==> config.mk <==
export PLATFORM = sky130hd
export DESIGN_NAME = zxw_alu_op_sequencer
export DESIGN_NICKNAME = d
export VERILOG_FILES = /design/src/rtl/zxw_alu_pkg.sv /design/src/rtl/zxw_alu_op_sequencer.sv
export SDC_FILE = /design/constraint.sdc
export NUM_CORES = 1
export LEC_CHECK = 0
export CAP_MARGIN = 0
export CORE_MARGIN = 5
export CORE_UTILIZATION = 30
export CTS_CLUSTER_DIAMETER = 40
export DETAILED_ROUTE_END_ITERATION = 7
export PLACE_DENSITY = 0.58
export SYNTH_ARGS = -nofsm -noshare
export SYNTH_HDL_FRONTEND = slang
export SYNTH_SLANG_ARGS = --single-unit
==> constraint.sdc <==
create_clock -name clk -period 4 [get_ports clk]
set_input_delay 0.8 -clock clk [delete_from_list [all_inputs] [get_ports clk]]
set_output_delay 0.8 -clock clk [all_outputs]
set_load 0.1 [all_outputs]
==> src/rtl/zxw_alu_pkg.sv <==
// Purpose: shared op codes, sequencer state encoding and result width for the zxw ALU slice.
// Latency: n/a (declarations only).
// Backpressure: n/a.
package zxw_alu_pkg;

    // Op select as presented on {fs2,fs1}
    localparam logic [1:0] OP_NOT = 2'b00;
    localparam logic [1:0] OP_AND = 2'b01;
    localparam logic [1:0] OP_OR  = 2'b10;
    localparam logic [1:0] OP_SHR = 2'b11;

    // Width of the logic unit's fun result
    localparam int RES_W = 5;

    typedef enum logic [1:0] {
        S_IDLE = 2'b00,
        S_EXEC = 2'b01,
        S_DONE = 2'b10
    } seq_state_e;

endpackage

==> src/rtl/zxw_alu_op_sequencer.sv <==
// Purpose: command front-end for the 4-bit logic unit; registers op/operands, iterates shifts, returns fun.
// Latency: handshake cycle + (1 | cmd_count+1) EXEC cycles, then res_valid in the following cycle.
// Backpressure: res_ready=0 parks in DONE with res_data stable and cmd_ready=0; no command overlap.
//
// Ports:
//   clk, rst_n                      clock, asynchronous active-low reset
//   cmd_valid/cmd_ready             command handshake (cmd_fs, cmd_a, cmd_b, cmd_count)
//   alu_fs2/alu_fs1/alu_a/alu_b     registered drive to the combinational logic unit
//   alu_fun                         5-bit combinational result from the logic unit
//   res_valid/res_ready/res_data    result handshake
//   res_zero                        only when ZXW_SEQ_ZERO_FLAG_EN is defined: res_data[3:0]==0
module zxw_alu_op_sequencer
    import zxw_alu_pkg::*;
#(
    parameter int CNT_W = 2
) (
    input  logic             clk,
    input  logic             rst_n,
    input  logic             cmd_valid,
    output logic             cmd_ready,
    input  logic [1:0]       cmd_fs,
    input  logic [3:0]       cmd_a,
    input  logic [3:0]       cmd_b,
    input  logic [CNT_W-1:0] cmd_count,
    output logic             alu_fs2,
    output logic             alu_fs1,
    output logic [3:0]       alu_a,
    output logic [3:0]       alu_b,
    input  logic [RES_W-1:0] alu_fun,
    output logic             res_valid,
    input  logic             res_ready,
`ifdef ZXW_SEQ_ZERO_FLAG_EN
    output logic [RES_W-1:0] res_data,
    output logic             res_zero
`else
    output logic [RES_W-1:0] res_data
`endif
);

    seq_state_e       state_q, state_d;
    logic [1:0]       fs_q, fs_d;
    logic [3:0]       a_q, a_d;
    logic [3:0]       b_q, b_d;
    logic [CNT_W-1:0] iter_q, iter_d;
    logic [RES_W-1:0] res_q, res_d;
`ifdef ZXW_SEQ_ZERO_FLAG_EN
    logic             zero_q, zero_d;
`endif

    always_comb begin
        state_d = state_q;
        fs_d    = fs_q;
        a_d     = a_q;
        b_d     = b_q;
        iter_d  = iter_q;
        res_d   = res_q;
`ifdef ZXW_SEQ_ZERO_FLAG_EN
        zero_d  = zero_q;
`endif
        case (state_q)
            S_IDLE: begin
                if (cmd_valid) begin
                    fs_d    = cmd_fs;
                    a_d     = cmd_a;
                    b_d     = cmd_b;
                    // Only the shift op iterates; logic ops always take a single pass
                    iter_d  = (cmd_fs == OP_SHR) ? cmd_count : '0;
                    state_d = S_EXEC;
                end
            end
            S_EXEC: begin
                // Captured every pass so the last pass leaves the final result behind
                res_d = alu_fun;
`ifdef ZXW_SEQ_ZERO_FLAG_EN
                zero_d = (alu_fun[3:0] == 4'b0000);
`endif
                if (iter_q == '0) begin
                    state_d = S_DONE;
                end else begin
                    // Feed the shifted nibble back; B and op select stay put
                    a_d    = alu_fun[3:0];
                    iter_d = iter_q - CNT_W'(1);
                end
            end
            S_DONE: begin
                if (res_ready) begin
                    state_d = S_IDLE;
                end
            end
            default: state_d = S_IDLE;
        endcase
    end

    always_ff @(posedge clk or negedge rst_n) begin
        if (!rst_n) begin
            state_q <= S_IDLE;
            fs_q    <= 2'b00;
            a_q     <= 4'b0000;
            b_q     <= 4'b0000;
            iter_q  <= '0;
            res_q   <= '0;
`ifdef ZXW_SEQ_ZERO_FLAG_EN
            zero_q  <= 1'b0;
`endif
        end else begin
            state_q <= state_d;
            fs_q    <= fs_d;
            a_q     <= a_d;
            b_q     <= b_d;
            iter_q  <= iter_d;
            res_q   <= res_d;
`ifdef ZXW_SEQ_ZERO_FLAG_EN
            zero_q  <= zero_d;
`endif
        end
    end

    assign cmd_ready = (state_q == S_IDLE);
    assign res_valid = (state_q == S_DONE);
    assign alu_fs2   = fs_q[1];
    assign alu_fs1   = fs_q[0];
    assign alu_a     = a_q;
    assign alu_b     = b_q;
    assign res_data  = res_q;
`ifdef ZXW_SEQ_ZERO_FLAG_EN
    assign res_zero  = zero_q;
`endif

endmodule
## Word level (Yosys, flattened, before mapping)

Index checks and enable logic that the tools add are counted.

- Add/sub/neg operators: 1
- Equality and inequality tests: 7
- Muxes and demuxes: 11
- Reduce and logical (&&, ||, !) cells: 6

Operators with widths:

| kind | count |
|---|---|
| 2-bit 2-to-1 mux | 6 |
| 4-bit 2-to-1 mux | 2 |
| 4-bit one-hot mux with 2 select lines | 1 |
| 2-bit != test, second input constant | 3 |
| 2-bit one-hot mux with 3 select lines | 1 |
| 3-bit AND reduction | 2 |
| 2-bit == test, second input constant | 2 |
| 2-bit logical NOT | 2 |
| 2-bit one-hot mux with 2 select lines | 1 |
| 2-bit by 1-bit == test with 1-bit output, second input constant | 1 |
| 2-bit by 1-bit != test with 1-bit output, second input constant | 1 |
| 2-bit AND reduction | 1 |
| 2-bit nonzero test | 1 |
| 2-bit by 1-bit subtractor with 2-bit output, second input constant | 1 |

- Bits in registers: 19
- Bits of input ports: 21
- Output and inout port bits: 17

## Logic depth before layout (Yosys ltp)

- Depth in word-level cells: 4
- Gate-level depth with buffers: 5

## Worst setup path after synthesis

No wires, ideal clock.

- Path kind: reg-to-output
- Start: register state_q[1]
- End: output port res_valid
- Arrival: 1.829 ns
- Slack: 1.371 ns
- Cell stages (with the launch flop): 2
- Path through: dfrtp_1 nor2b_1

- Longest elaborated chain between the ends: 1

RTL lines:

| item | RTL line | source |
|---|---|---|
| start: declaration | zxw_alu_op_sequencer.sv:40 | `seq_state_e state_q, state_d;` |
| start signal: assignment | zxw_alu_op_sequencer.sv:106 | `state_q <= state_d;` |
| 2-bit == test | zxw_alu_op_sequencer.sv:119 | `assign res_valid = (state_q == S_DONE);` |
| end: declaration | zxw_alu_op_sequencer.sv:30 | `output logic res_valid,` |

No other way between the ends.

## Worst setup path after layout

Ends and elaborated chain as after synthesis.

==> flow_summary_export.csv <==
group,metric,value,unit
critical_path,ff2ff_path_depth,5,
critical_path,cp-start-kind,"flip-flop",
critical_path,critical_path_arrival,2.15,ns
yosys,syn_nets,82,
floorplan,core_area,2780,um2
critical_path,r2r_setup_slack,2.47,ns
global_route,grt_pass1_vias,717,
yosys,ys_seq_area_share,54.4,%
sta,clock.fmax,339,MHz
yosys,ys_ff_latch,19,
route,drt-initial-drc-count,3,
clock_network,root_buffer,"clkbuf_4",
critical_path,worstSetupEndpointType,"primary output",
finish,layout_commonest_cell,"clkdlybuf4s50_1",
job,cap_violations,0,
yosys,synth_fa_ha_area_share,1.43,%
finish,nNetsFinal,122,
global_route,grt_pass1_wl,3330,um
route,drt-total-wl,1830,um
clock_network,post_cts_buffers,0,
sta,clock_skew,0.00409,ns
yosys,yosys.area_share.xor_xnor,0,%
clock_network,cts_buffers,3,
finish,most-common-layout-cells,"37 x clkdlybuf4s50_1, 19 x dfrtp_1, 13 x mux2_1",
sta,drv_slew,0,
placement,portBuffers,37,
yosys,synth_cells,60,
clock_network,path_clk_slew,0.11,ns
clock_network,cts.sinks,19,
floorplan,rows,19,
placement,gp_congestion,0.622,
route,first_pass_iters,2,
worst_hold_path,min_from,"alu_b[1]",
floorplan,die-area,4100,um2
finish,drive_gt1_share,13.1,%
clock_network,clockBufferDepth,2,
sta,setup_tns,0,ns
clock_network,hold_buffers,0,
critical_path,rr_endpoint,"alu_a[3]",
yosys,synth-compound-area-share,3.72,%
critical_path,crit_cells,2,
global_route,overflow,0,
yosys,syn_area_per_cell,14.6,um2
floorplan,die_h,64.0,um
finish,diodes,0,
route,dr_total_vias,608,
sta,slew_headroom,34.2,%
critical_path,critical_path.slowest_cell,"clkdlybuf4s50_1",
yosys,synth_area_leaders,"dfrtp_1 54%, mux2_1 17%, mux2_4 8.6%, mux2_2 2.6%, a21oi_4 1.9%",
global_route,track_usage,10.4,%
status,status,"completed",
critical_path,critPathMaxFanout,6,
critical_path,startpoint,"state_q[1]",
yosys,ys_warn_count,0,
sta,final.period_utilization,73.8,%
worst_hold_path,hold_class,"flip-flop to flip-flop",
critical_path,cp-endpoint,"res_valid",
route,route.detailed.drc,0,
yosys,synth.distinct_cells,20,
route,wl_per_cell,14.1,um
critical_path,crit_path_max_incr_delay,1.16,ns
route,drt-vias-per-instance,4.68,
clock_network,cts_resized,0,
finish,stdcell_count,130,
yosys,syn_area,875,um2
floorplan,num_io_pins,38,
global_route,grt_antenna_before_repair,0,
clock_network,clock_latency,0.30,ns
critical_path,cp_num_buf_inv,1,
route,ant_nets,0,
yosys,yosys.area_share.simple,7.87,%
floorplan,die_w,64.0,um
yosys,synth_top_area_share,54.4,%
finish,area_growth,48.1,%
sta,setup_viol,0,
critical_path,critPathKind,"flip-flop to primary output",
yosys,yosys.area.top_type,"dfrtp_1",
sta,tightestPinTransition,0.984,ns
clock_network,cts_tree,"yes",
critical_path,reg2reg_from,"iter_q[0]",
critical_path,crit_family,"buffers and inverters",
critical_path,path_cells,"nor2b_1 -> clkdlybuf4s50_1",
critical_path,required,3.20,ns
placement,dp_cells,126,
global_route,grt_start_max_net_pins,20,
floorplan,start_util,31.4,%
yosys,synthMuxAreaShare,29.0,%
yosys,synth_top_family_by_area,"multiplexers",
sta,hold_viol,0,
sta,min_period,2.95,ns
placement,dpl.hpwl,1430,um
clock_network,htreeDepth,1,
sta,rsz0062_at_grt,"false",
## layout make-up
type | count | area, um2
Fill cell | 274 | 1490
Sequential cell | 19 | 475
Timing Repair Buffer | 37 | 370
Multi-Input combinational cell | 35 | 368
Tap cell | 31 | 38.8
Clock buffer | 3 | 22.5
Inverter | 4 | 15.0
Clock inverter | 1 | 5.00
## synthesized netlist by cell type
master,count
mux2_2,2
and2_1,1
nand2b_1,2
mux2_4,5
mux2i_1,1
nor2b_1,1
nand2b_4,1
a21oi_4,1
or4_1,1
buf_2,1
o2bb2ai_1,1
nand4b_1,1
inv_1,4
nand3_1,2
buf_6,1
mux2_1,13
nor2_1,1
dfrtp_1,19
o211ai_1,1
ha_1,1
## registers in the layout, summed over array words and instances, names as in the netlist
register / flops
alu_a: 4
alu_b: 4
fs_q: 2
iter_q: 2
res_data: 5
state_q: 2
## through the flow
step	hold slack (ns)	util [%]	worst slack (ns)	area, um2
after floorplan	0.489	-	1.37	875
after global routing	0.512	46.6	0.977	1290
after detailed placement	0.474	45.6	1.38	1270
after CTS	0.501	46.6	1.01	1290
final	0.494	46.6	1.05	1290
after global placement	0.469	45.6	1.41	1270
## routing by layer
metal / routed length (um) / GRT usage, % / vias up
met1: 729 / 10.7 / 297
met5: 0 / 0 / -
met4: 49 / 6.23 / 0
met2: 909 / 17.5 / 20
met3: 143 / 4.38 / 4
li1: - / - / 287
## worst min path at each step
stage | depth (start not counted) | to
floorplan | 2 | iter_q[1]
global placement | 1 | alu_b[0]
detailed placement | 1 | alu_b[1]
CTS | 1 | alu_b[1]
global route | 1 | alu_b[3]
finish | 1 | alu_b[1]
## cells by family after synthesis
family | count (synthesis)
flip-flops | 19
multiplexers | 21
buffers and inverters | 6
AO/OA/AOI/OAI | 3
AND/OR/NAND/NOR | 10
adder cells (fa/ha/maj) | 1
Power is not shown: default switching activity piles up to over one toggle a cycle in this logic, so the estimate is an artifact.
